$ cat src/rtl/mx11_regbank.sv
// MX11 register bank: DEPTH registers driven to the SEU as reg_line, SEU write-back on wb_en,
// and an external load port with a one-entry holding buffer that always yields to write-back.
module mx11_regbank #(
    parameter int DATA_WIDTH = 8,
    parameter int DEPTH      = 16,
    parameter int FLAG_IDX   = 7,
    parameter int STARVE_LIM = 8
) (
    input  logic                          clk,
    input  logic                          rst_n,
    input  logic [DEPTH*DATA_WIDTH-1:0]   data_line,
    input  logic [7:0]                    load_addr,
    input  logic                          wb_en,
    input  logic                          ext_valid,
    output logic                          ext_ready,
    input  logic [3:0]                    ext_addr,
    input  logic [DATA_WIDTH-1:0]         ext_data,
    output logic [DEPTH*DATA_WIDTH-1:0]   reg_line,
    output logic                          ext_starve,
    output logic                          wb_err
);

    localparam int AGE_W = $clog2(STARVE_LIM + 1);
    localparam logic [AGE_W-1:0] AGE_MAX = AGE_W'(STARVE_LIM);

    // Handshake: an external load transfers on a rising edge where ext_valid and ext_ready
    // are both high. ext_ready drops only while the buffer is full and write-back holds the bank.
    logic [DATA_WIDTH-1:0] regs_q [DEPTH];
    logic [DATA_WIDTH-1:0] regs_d [DEPTH];
    logic [DATA_WIDTH-1:0] lanes  [DEPTH];

    logic                  pend_valid_q, pend_valid_d;
    logic [3:0]            pend_addr_q,  pend_addr_d;
    logic [DATA_WIDTH-1:0] pend_data_q,  pend_data_d;
    logic [AGE_W-1:0]      age_q,        age_d;
    logic                  ext_starve_q, ext_starve_d;
    logic                  wb_err_q,     wb_err_d;

    logic [3:0] wb_mode;
    logic [3:0] wb_dst;
    logic       commit;
    logic       accept;

    assign wb_mode   = load_addr[7:4];
    assign wb_dst    = load_addr[3:0];
    assign ext_ready = ~pend_valid_q | ~wb_en;
    assign commit    = pend_valid_q & ~wb_en;
    assign accept    = ext_valid & ext_ready;

    always_comb begin
        for (int i = 0; i < DEPTH; i++) begin
            lanes[i]                                 = data_line[i*DATA_WIDTH +: DATA_WIDTH];
            reg_line[i*DATA_WIDTH +: DATA_WIDTH]     = regs_q[i];
        end
    end

    // Write-back and the buffered external commit are mutually exclusive by construction:
    // the buffer only drains on edges where wb_en is low.
    always_comb begin
        regs_d   = regs_q;
        wb_err_d = wb_err_q;
        if (wb_en) begin
            if (wb_mode == 4'h0) begin
                regs_d[wb_dst]   = lanes[wb_dst];
                regs_d[FLAG_IDX] = lanes[FLAG_IDX];
            end else if (wb_mode == 4'h1) begin
                regs_d[FLAG_IDX] = lanes[FLAG_IDX];
            end else begin
                wb_err_d = 1'b1;
            end
        end else if (pend_valid_q) begin
            regs_d[pend_addr_q] = pend_data_q;
        end
    end

    always_comb begin
        pend_valid_d = pend_valid_q;
        pend_addr_d  = pend_addr_q;
        pend_data_d  = pend_data_q;
        if (commit) begin
            pend_valid_d = 1'b0;
        end
        if (accept) begin
            pend_valid_d = 1'b1;
            pend_addr_d  = ext_addr;
            pend_data_d  = ext_data;
        end
    end

    // age counts edges on which a buffered write was held off by write-back.
    always_comb begin
        age_d        = age_q;
        ext_starve_d = ext_starve_q;
        if (commit) begin
            age_d = '0;
        end else if (pend_valid_q && wb_en && (age_q != AGE_MAX)) begin
            age_d = age_q + AGE_W'(1);
        end
        if (age_d == AGE_MAX) begin
            ext_starve_d = 1'b1;
        end
    end

    always_ff @(posedge clk or negedge rst_n) begin
        if (!rst_n) begin
            for (int i = 0; i < DEPTH; i++) begin
                regs_q[i] <= '0;
            end
            pend_valid_q <= 1'b0;
            pend_addr_q  <= '0;
            pend_data_q  <= '0;
            age_q        <= '0;
            ext_starve_q <= 1'b0;
            wb_err_q     <= 1'b0;
        end else begin
            regs_q       <= regs_d;
            pend_valid_q <= pend_valid_d;
            pend_addr_q  <= pend_addr_d;
            pend_data_q  <= pend_data_d;
            age_q        <= age_d;
            ext_starve_q <= ext_starve_d;
            wb_err_q     <= wb_err_d;
        end
    end

    assign ext_starve = ext_starve_q;
    assign wb_err     = wb_err_q;

endmodule
$ cat config.mk
export PLATFORM = sky130hd
export DESIGN_NAME = mx11_regbank
export DESIGN_NICKNAME = d
export VERILOG_FILES = /design/src/rtl/mx11_regbank.sv
export SDC_FILE = /design/constraint.sdc
export NUM_CORES = 1
export LEC_CHECK = 0
export CAP_MARGIN = 20
export CORE_MARGIN = 4
export CORE_UTILIZATION = 46
export CTS_CLUSTER_DIAMETER = 100
export DETAILED_ROUTE_END_ITERATION = 10
export PLACE_DENSITY = 0.85
export SKIP_LAST_GASP = 1
export SLEW_MARGIN = 20
export SYNTH_ARGS = -nofsm -noshare
export SYNTH_HDL_FRONTEND = slang
export SYNTH_SLANG_ARGS = --single-unit
export TNS_END_PERCENT = 20
$ cat constraint.sdc
create_clock -name clk -period 2 [get_ports clk]
set_input_delay 0.4 -clock clk [delete_from_list [all_inputs] [get_ports clk]]
set_output_delay 0.4 -clock clk [all_outputs]
set_load 0.005 [all_outputs]
==> metrics.cfg <==
[floorplanning]
fp.dieH_um = 141
boundaryPins = 283
initial_utilization_pct = 47.0
rows = 48
dieArea_mm2 = 0.0199
die_w_um = 141
core_area_mm2 = 0.0173

[cts]
numCtsBuffers = 17
clk_latency_ps = 430
clock_sinks = 147
cts_buffer_depth = 2
clk_pin_slew_ps = 60
post-cts-setup-buffers = 0
cts-htree-levels = 4
cts_tree = done
root_buffer = clkbuf_16

[logic_synthesis]
ys_seq_area_share_pct = 45.3
async_reset_ff_share_pct = 100
synth.most_common_cell = dfrtp_1
yosys-top-cells-count = 147 x dfrtp_1, 120 x a2bb2oi_1, 120 x o21ai_0
yosysUniqueCellTypes = 41
yosys_register_bits = 147
synthDominantAreaCellType = dfrtp_1
yosys_warnings = 0
synth_edf_count = 0
synth_nets = 910
synthFlopType = dfrtp_1
syn_area_mm2 = 0.00813
synth.area.top_cells = dfrtp_1 45%, a2bb2oi_1 13%, mux4_2 8.9%
synthesis.instances = 756
yosysTopAreaCellShare_pct = 45.3
syn_avg_cell_area_um2 = 10.8

[timing]
post-route-min-period_ps = 1890
min_period_over_period_pct = 94.3
tightest_slew_ps = 1010
drv_slew = 0
whs_ps = 473
hold_viol = 0
rsz0062_at_grt = no
max_freq_ghz = 0.530
slew_headroom_pct = 32.8
clock_skew_ps = 7.03
setup_viol = 0

[pwr]
swShare_pct = 30.4
netSwitchingPower_mw = 4.25
pwr-share-seq_pct = 37.8
comb_power_share_pct = 39.9
p_leak_nw = 5.10
clock_power_share_pct = 22.4
peakVddDrop_mv = 0.687
p_int_mw = 9.75
powerDensity_mw_per_mm2 = 1120

[min_path]
min_to = ext_starve
hold_start = ext_starve
min_path_type = flip-flop to flip-flop
whs_path_depth = 1

[global_route]
antenna_found_initial = 0
grt_pass1_vias = 8551
grt_use_total_pct = 30.7
grt_first_pass_wirelength_mm = 47.5
grt_max_degree = 49
grt_overflow_total = 0

[cells_and_area]
fin_nets = 1247
fin_area_mm2 = 0.0124
n_fill_cell = 1235
area_growth_pct = 53.2
antenna_cells = 0
drive_above_1_share_pct = 18.4

[worst_setup_path]
r2r_cells = 3
crit_fanout = 20
r2r_setup_slack_ps = 160
regToRegEndpoint = reg_line[9]
critPathKind = input pin to output pin
cp-start-kind = input pin
worstSetupStartpoint = wb_en
cp-end-kind = output pin
required_ps = 1600
cp.arrival_ps = 1490
reg2reg_from = pend_addr_q[2]

[route]
vias_per_cell = 6.25
first_iter_violations = 984
firstDrtPassIters = 6
num_vias = 8321
routed_wl_mm = 31.0
wl_per_cell_um = 23.3
postRouteAntennaNets = 0
drc = 0

[placed_design]
place.gp.congestion = 0.905
placed_area_mm2 = 0.0119
dp_hpwl_mm = 22.9
io_buffers = 282

[job]
drv_cap = 0

[outcome]
status = finished clean

## cell type report
type / count / area (um2) / share of cell area (%)
multi-input cells: 525 / 4100 / 32.9
repair buffers: 394 / 3780 / 30.4
inverters: 8 / 30.0 / 0.241
flip-flops and latches: 147 / 3680 / 29.6
well taps: 225 / 282 / 2.26
clock inverters: 8 / 75.1 / 0.603
clock buffers: 24 / 502 / 4.03
## routing by layer
metal  part of all wire [%]  vias to the layer above  global-route usage (%)
li1                       -                     3647                       -
met2                     48                      571                    50.1
met3                     11                       77                    8.21
met4                    2.9                        0                    11.1
met5                      0                        -                       0
met1                     38                     4026                    39.5
## through the flow
step | utilization (%) | TNS, ps | power [mW] | worst slack, ps | instances
after floorplan | - | 0 | 6.96 | 211 | 756
after global placement | 68.6 | -13450 | 10.7 | -157 | 1298
after detailed placement | 68.6 | -17750 | 10.8 | -241 | 1298
after CTS | 72.0 | 0 | 14.0 | 116 | 1331
after global routing | 72.0 | 0 | 14.6 | 42.3 | 1331
final | 72.0 | 0 | 14.0 | 115 | 1331
## how the worst max path moves through the flow
stage / end / slack (ps) / depth (start not counted)
after floorplan: reg_line[116] / 210 / 5
after global placement: reg_line[45] / -160 / 8
after detailed placement: reg_line[2] / -240 / 8
after CTS: ext_ready / 120 / 4
after global routing: reg_line[43] / 40 / 6
final: ext_ready / 110 / 4
## timing repair
| item | CTS | global route |
|---|---|---|
| hold endpoints to repair | 45 | 0 |
| endpoints found under the setup margin | 1 | 0 |
| gates resized for setup | 1 | 0 |
| hold buffers | 1 | 0 |
## power by group through the flow
stage / clock, mW / sequential [mW] / combinational, mW
after detailed placement: 0 / 5.23 / 5.58
after floorplan: 0 / 5.04 / 1.92
final: 3.13 / 5.29 / 5.58
after CTS: 3.12 / 5.25 / 5.60
after global placement: 0 / 5.26 / 5.43
after global routing: 3.26 / 5.42 / 5.89
## cells by family (layout without fill, tap and decap cells)
kind of cell             after synthesis  in the layout  share of synthesized area, %
adder cells (fa/ha/maj)                2              2                         0.308
flip-flops                           147            147                          45.3
buffers and inverters                 84            434                          4.50
AO/OA/AOI/OAI                        399            399                          32.9
AND/OR/NAND/NOR                       80             80                          6.54
multiplexers                          44             44                          10.5
## worst max-delay path: stages
cell,delay [ps]
clkdlybuf4s50_1,510
buf_12,170
nand2_1,120
dlygate4sd2_1,290
## registers in the layout (all words and copies together), names as in the netlist
name	cells
age_q	4
ext_starve	1
pend_addr_q	4
pend_data_q	8
pend_valid_q	1
reg_line	128
wb_err	1
## layout by cell type, fill, tap and decap left out, types with 3 or more instances in the layout
cell type	count
a21oi_4	6
a32oi_1	8
clkbuf_8	5
and4bb_1	3
nand2_2	4
nor4b_4	3
buf_4	101
nand3_1	7
clkdlybuf4s50_1	278
a2bb2oi_1	120
buf_12	10
inv_1	8
a31oi_1	56
mux2_1	10
and3b_1	3
nor2b_1	11
a21oi_1	73
nand2b_1	11
nand2_1	17
a21oi_2	9
dfrtp_1	146
mux4_2	32
nor2_1	10
clkbuf_16	17
o21ai_0	120
clkinv_2	4
Note: power is estimated with default switching activity, not from simulation.
